### src/rtl/mips_control_fsm.sv
// Multi-cycle MIPS control unit: sequences FETCH/DECODE/EXEC/MEM/WB and traps illegal instructions.
// Latency: 3 cycles (BEQ), 4 cycles (R-type/ADDI), 4+N cycles (SW) or 5+N cycles (LW) for N wait cycles.
// Backpressure: MEM holds while mem_ready is low; TRAP holds until reset.
module mips_control_fsm #(
    parameter int RETIRED_W = 16
) (
    input  logic                 clk,
    input  logic                 rst,
    input  logic [5:0]           opcode,
    input  logic [5:0]           func,
    input  logic                 zero,
    input  logic                 mem_ready,
    output logic                 RegWrite,
    output logic                 RegDst,
    output logic                 MemRead,
    output logic                 MemWrite,
    output logic                 ALUSrc,
    output logic                 MemToReg,
    output logic                 PCSrc,
    output logic [1:0]           ALUOp,
    output logic                 pc_en,
    output logic                 ir_en,
    output logic [2:0]           state,
    output logic [RETIRED_W-1:0] retired,
    output logic                 illegal
);

    localparam logic [2:0] S_FETCH  = 3'd0;
    localparam logic [2:0] S_DECODE = 3'd1;
    localparam logic [2:0] S_EXEC   = 3'd2;
    localparam logic [2:0] S_MEM    = 3'd3;
    localparam logic [2:0] S_WB     = 3'd4;
    localparam logic [2:0] S_TRAP   = 3'd5;

    localparam logic [5:0] OP_RTYPE = 6'b000000;
    localparam logic [5:0] OP_LW    = 6'b100011;
    localparam logic [5:0] OP_SW    = 6'b101011;
    localparam logic [5:0] OP_BEQ   = 6'b000100;
    localparam logic [5:0] OP_ADDI  = 6'b001000;

    localparam logic [5:0] FN_ADD = 6'b100000;
    localparam logic [5:0] FN_SUB = 6'b100010;
    localparam logic [5:0] FN_AND = 6'b100100;
    localparam logic [5:0] FN_OR  = 6'b100101;
    localparam logic [5:0] FN_SLT = 6'b101010;

    localparam logic [2:0] C_RTYPE   = 3'd0;
    localparam logic [2:0] C_ADDI    = 3'd1;
    localparam logic [2:0] C_LW      = 3'd2;
    localparam logic [2:0] C_SW      = 3'd3;
    localparam logic [2:0] C_BEQ     = 3'd4;
    localparam logic [2:0] C_ILLEGAL = 3'd7;

    localparam logic [1:0] ALU_ADD  = 2'b00;
    localparam logic [1:0] ALU_SUB  = 2'b01;
    localparam logic [1:0] ALU_FUNC = 2'b10;

    function automatic logic [2:0] classify(input logic [5:0] op, input logic [5:0] fn);
        logic [2:0] cls;
        cls = C_ILLEGAL;
        case (op)
            OP_RTYPE: begin
                if (fn == FN_ADD || fn == FN_SUB || fn == FN_AND ||
                    fn == FN_OR  || fn == FN_SLT) begin
                    cls = C_RTYPE;
                end
            end
            OP_ADDI: cls = C_ADDI;
            OP_LW:   cls = C_LW;
            OP_SW:   cls = C_SW;
            OP_BEQ:  cls = C_BEQ;
            default: cls = C_ILLEGAL;
        endcase
        return cls;
    endfunction

    logic [2:0]           state_q;
    logic [2:0]           state_d;
    logic [5:0]           op_q;
    logic [5:0]           fn_q;
    logic [RETIRED_W-1:0] retired_q;
    logic                 illegal_q;
    logic [2:0]           live_cls;
    logic [2:0]           lat_cls;
    logic                 in_datapath;

    // DECODE judges legality on the live instruction; later states only see the latched copy.
    assign live_cls = classify(opcode, func);
    assign lat_cls  = classify(op_q, fn_q);

    always_comb begin
        state_d = S_FETCH;
        case (state_q)
            S_FETCH:  state_d = S_DECODE;
            S_DECODE: state_d = (live_cls == C_ILLEGAL) ? S_TRAP : S_EXEC;
            S_EXEC: begin
                case (lat_cls)
                    C_RTYPE, C_ADDI: state_d = S_WB;
                    C_LW, C_SW:      state_d = S_MEM;
                    default:         state_d = S_FETCH;
                endcase
            end
            S_MEM: begin
                if (!mem_ready) begin
                    state_d = S_MEM;
                end else if (lat_cls == C_LW) begin
                    state_d = S_WB;
                end else begin
                    state_d = S_FETCH;
                end
            end
            S_WB:     state_d = S_FETCH;
            S_TRAP:   state_d = S_TRAP;
            default:  state_d = S_FETCH;
        endcase
    end

    always_ff @(posedge clk or negedge rst) begin
        if (!rst) begin
            state_q   <= S_FETCH;
            op_q      <= 6'd0;
            fn_q      <= 6'd0;
            retired_q <= '0;
            illegal_q <= 1'b0;
        end else begin
            state_q <= state_d;
            if (state_q == S_DECODE) begin
                op_q <= opcode;
                fn_q <= func;
                if (live_cls == C_ILLEGAL) begin
                    illegal_q <= 1'b1;
                end
            end
            if (pc_en) begin
                retired_q <= retired_q + {{(RETIRED_W-1){1'b0}}, 1'b1};
            end
        end
    end

    assign in_datapath = (state_q == S_EXEC) || (state_q == S_MEM) || (state_q == S_WB);

    always_comb begin
        RegWrite = 1'b0;
        RegDst   = 1'b0;
        MemRead  = 1'b0;
        MemWrite = 1'b0;
        ALUSrc   = 1'b0;
        MemToReg = 1'b0;
        PCSrc    = 1'b0;
        ALUOp    = ALU_ADD;
        pc_en    = 1'b0;
        ir_en    = 1'b0;

        if (in_datapath) begin
            ALUSrc = (lat_cls == C_ADDI) || (lat_cls == C_LW) || (lat_cls == C_SW);
            if (lat_cls == C_RTYPE) begin
                ALUOp = ALU_FUNC;
            end else if (lat_cls == C_BEQ) begin
                ALUOp = ALU_SUB;
            end
        end

        case (state_q)
            // Fetch strobe is withheld while reset is asserted; it appears once rst releases.
            S_FETCH: ir_en = rst;
            S_EXEC: begin
                if (lat_cls == C_BEQ) begin
                    PCSrc = zero;
                    pc_en = 1'b1;
                end
            end
            S_MEM: begin
                MemRead  = (lat_cls == C_LW);
                MemWrite = (lat_cls == C_SW);
                pc_en    = (lat_cls == C_SW) && mem_ready;
            end
            S_WB: begin
                RegWrite = 1'b1;
                RegDst   = (lat_cls == C_RTYPE);
                MemToReg = (lat_cls == C_RTYPE) || (lat_cls == C_ADDI);
                pc_en    = 1'b1;
            end
            default: begin
            end
        endcase
    end

    assign state   = state_q;
    assign retired = retired_q;
    assign illegal = illegal_q;

endmodule
### config.mk
export PLATFORM = sky130hd
export DESIGN_NAME = mips_control_fsm
export DESIGN_NICKNAME = d
export VERILOG_FILES = /design/src/rtl/mips_control_fsm.sv
export SDC_FILE = /design/constraint.sdc
export NUM_CORES = 1
export LEC_CHECK = 0
export BUFFER_PORTS_ARGS = -buffer_cell sky130_fd_sc_hd__buf_2
export CAP_MARGIN = 10
export CORE_MARGIN = 2
export CORE_UTILIZATION = 38
export CTS_CLUSTER_DIAMETER = 120
export DETAILED_ROUTE_END_ITERATION = 8
export PLACE_DENSITY = 0.72
export SLEW_MARGIN = 20
export SYNTH_ARGS = -nofsm -noshare
export SYNTH_HDL_FRONTEND = slang
export SYNTH_SLANG_ARGS = --single-unit
export TNS_END_PERCENT = 20
### constraint.sdc
create_clock -name clk -period 1.9 [get_ports clk]
set_input_delay 0.57 -clock clk [delete_from_list [all_inputs] [get_ports clk]]
set_output_delay 0.57 -clock clk [all_outputs]
set_load 0.05 [all_outputs]
==> results.md <==
- Netlist cell types: 37
- Post-synthesis sequential area ratio: between 40 and 50%
- Hold Fails Final Rpt: 0
- Met3 Wirelength: about 150 µm
- Max-Cap Viols: 0
- Initial Utilization: 40.2%
- Post-Synthesis Cells: 150
- CP top delay family: compound AO/OA/AOI/OAI gates
- Final wirelength: around 3800 µm
- Die Ht: about 70 µm
- Synth area leader: dfrtp_1
- Chip Width: about 70 µm
- Die area: 0.00486 mm²
- Top sig layer: met3
- Netlist Area Pre-Place: approximately 0.0016 mm²
- Post-DRT Antenna Nets: 0
- Status: finished, violations left
- Fmax: 440 MHz
- Met2 WL post-DR: 1930 µm
- Tcrit/Tclk final: 120%
- Synthesized flop and latch total: 32
- Top post-synthesis cells by area: dfrtp_1 49%, mux2_2 8.9%, xnor2_1 7.5%, nand3_1 3.0%, and3_1 2.7%
- Synth Area in Compound Gates: between 8 and 9%
- DR DRC count: 0
- Wl on met1: 1670 µm
- Reg2Reg Setup Slack: -60 ps
- Finished Cell Area: about 0.0025 mm²
- Share of cells above drive strength 1: 54.3%
- Fin nets: 250
- Largest net degree at the start of global routing: 33
- Simple-gate share of the synthesized area: around 21%
- Mux contribution to synthesized area: about a tenth
- # hold bufs at CTS: 0
- First-pass GRT wire length: roughly 6400 µm
- Cts bufs inserted: 5
- # IOs: 47
- Fin Clk Skew: ~6.3 ps
- Cell Rows: 23
- Average cell area after synthesis: roughly 11 µm²
- Core Region: 0.00409 mm²
- Max stage delay on crit path: ~400 ps
- Synth warn: 0
- Vias in the first global route: 1339
- Fillers: roughly 340
- Total grt overflow: 0
- Kind of critical path: register to output pin
- Crit path arrival time: roughly 1700 ps
- Net Count, Synth: between 150 and 200
- Main combinational cell family by area after synthesis: simple AND/OR/NAND/NOR gates
- Sum of negative setup slack: -2550 ps
- Failing checks: negative setup slack
- Crit path max fanout: 3
- Number of I/O port buffers: 46
- Max-Slew Margin vs Limit: 75.0%
- Post-DR wirelength/cell: 13.2 µm
- Tot Pwr: between 1 and 1.5 mW
- Critical path's slowest cell: dfrtp_1
- First-pass iteration count of the detailed router: 4
- Slew Viols, Final: 0
- Vias: ~1.4k
- Finish-stage setup viols: 12
- Register Area: 805 µm²
- GP Congestion: 0.797
- CP endpoint kind: output pin
- Synth Area in Adders: less than 1%
- Setup ws final: -374 ps
- P_leak: roughly 1.2 nW
- Htree depth: 2
- Clk slew on worst S/H paths: 70 ps
- Initial antenna violation count: 0
- RSZ-0062 raised after global routing: true
- Clock tree sinks: 32
- Hpwl dp: 2710 µm
- Xor and xnor area share after synthesis: between 8 and 9%
- Yosys top cell area share: 48.8%
- Multi-input gate area: around 930 µm²
- Root Buffer: clkbuf_8
- Worst slew pin tran: ~360 ps
- Total GRT Usage: 16.2%
- Clk Latency, worst-skew pair: roughly 280 ps
- CTS Buffer Depth: 2
- Initial DRC count: 35
- Vias per inst: approximately 5
- Peak supply drop: 408 µV
- Req. time, crit path: ~1300 ps
- Period minus WS final: roughly 2300 ps
- Hold/Removal Path Class: input pin to asynchronous set/reset pin
- Worst path cell trace: and3_4 > a22o_2 > o41ai_4 > buf_6
- Pwr dens: approximately 510 mW/mm²
- Layout area overhead: 50.8%
- CP Buf/Inv Count: 1
- Antenna cell count: 0
- Placed cell areas: around 0.0022 mm²
- CP startpoint kind: register
- CTS tree: yes
-- path summary, 6_finish.rpt --
check                         endpoint        start  cells after the start
max                              pc_en      op_q[1]                      4
min                        retired[13]          rst                      2
max reg2reg                 retired[1]      op_q[1]                      5
min reg2reg                retired[15]  retired[15]                      1
max in group asynchronous     state[0]          rst                      2
min in group clk           retired[15]  retired[15]                      1
-- final cells by class --
| cell class | instances | share of cell area [%] |
|---|---|---|
| Timing Repair Buffer | 79 | 22.9 |
| Clock buffer | 6 | 3.34 |
| Tap cell | 50 | 2.53 |
| Sequential cell | 32 | 32.5 |
| Clock inverter | 2 | 0.404 |
| Inverter | 4 | 0.607 |
| Multi-Input combinational cell | 111 | 37.8 |
-- cells in the mapped netlist --
master and number:
dfrtp_1 32, xnor2_1 14, mux2_2 13, nor2_1 11
nand3_1 10, nand2_1 8, and3_1 7, nand4_1 6
nand2b_1 5, nor3_1 5, inv_1 4, nor2b_1 3
a21o_1 2, a21oi_1 2, buf_6 2, mux2i_1 2
nand4b_1 2, nor4b_1 2, o21ai_0 2, a2111oi_0 1
a211oi_1 1, a22o_1 1, a22oi_1 1, a31oi_1 1
a41oi_1 1, and2_1 1, and2b_2 1, buf_2 1
ha_1 1, nand3_2 1, nand3b_1 1, nor3b_1 1
o21bai_1 1, o22a_1 1, o2bb2ai_1 1, o41ai_4 1
xor2_1 1
-- where the power goes --
group          internal, mW  switching, mW
combinational        0.0200         0.0290
clock                 0.288          0.231
sequential            0.681              0
total                 0.990          0.260
-- metal layers --
metal	up-vias	track usage, %
met3	0	3.78
met4	0	4.49
met5	-	0
li1	706	-
met1	693	22.0
met2	32	26.2
-- layout by cell type (no fill, tap or decap), drive strengths merged, types with 2 or more instances in the layout --
| cell | netlist | layout |
|---|---|---|
| mux2i | 2 | 2 |
| nand4 | 6 | 6 |
| dfrtp | 32 | 32 |
| buf | 3 | 79 |
| a21oi | 2 | 2 |
| nor3 | 5 | 5 |
| mux2 | 13 | 13 |
| clkinv | 0 | 2 |
| xnor2 | 14 | 14 |
| nand2b | 5 | 5 |
| nand4b | 2 | 2 |
| nor2b | 3 | 3 |
| nand3 | 11 | 11 |
| a21o | 2 | 2 |
| nor4b | 2 | 2 |
| clkbuf | 0 | 6 |
| nor2 | 11 | 11 |
| and3 | 7 | 7 |
| inv | 4 | 4 |
| o21ai | 2 | 2 |
| nand2 | 8 | 8 |
-- per-stage QoR --
step / setup WS, ps / std cells / utilization, % / hold slack [ps]
2_1_floorplan: -732 / 150 / - / 274
3_3_place_gp: -134 / 269 / 53.1 / 454
3_5_place_dp: -177 / 269 / 53.1 / 471
4_1_cts: -362 / 280 / 58.0 / 351
5_1_grt: -416 / 284 / 60.6 / 397
6_report: -374 / 284 / 60.6 / 355
-- worst reg2reg max path: stages, from the launching register on --
cell and delay, ps:
dfrtp_1 410, and3_4 200, a22o_2 260, o41ai_4 330, buf_4 290, mux2_2 350
-- flip-flops by register name, indices dropped and copies added (netlist names) --
register	cells
retired	16
illegal	1
fn_q	6
op_q	6
state	3
-- kinds of logic after synthesis --
group	after synthesis
AND/OR/NAND/NOR	64
buffers and inverters	7
adder cells (fa/ha/maj)	1
flip-flops	32
XOR/XNOR	15
multiplexers	15
AO/OA/AOI/OAI	16
-- timing repair --
| item | 4_1_cts | 5_1_grt |
|---|---|---|
| gates resized for setup | 25 | 20 |
| setup endpoints to repair | 12 | 25 |
| setup buffers | 3 | 4 |
| pin swaps | 4 | 4 |
Power figures use the tool's default switching activity.
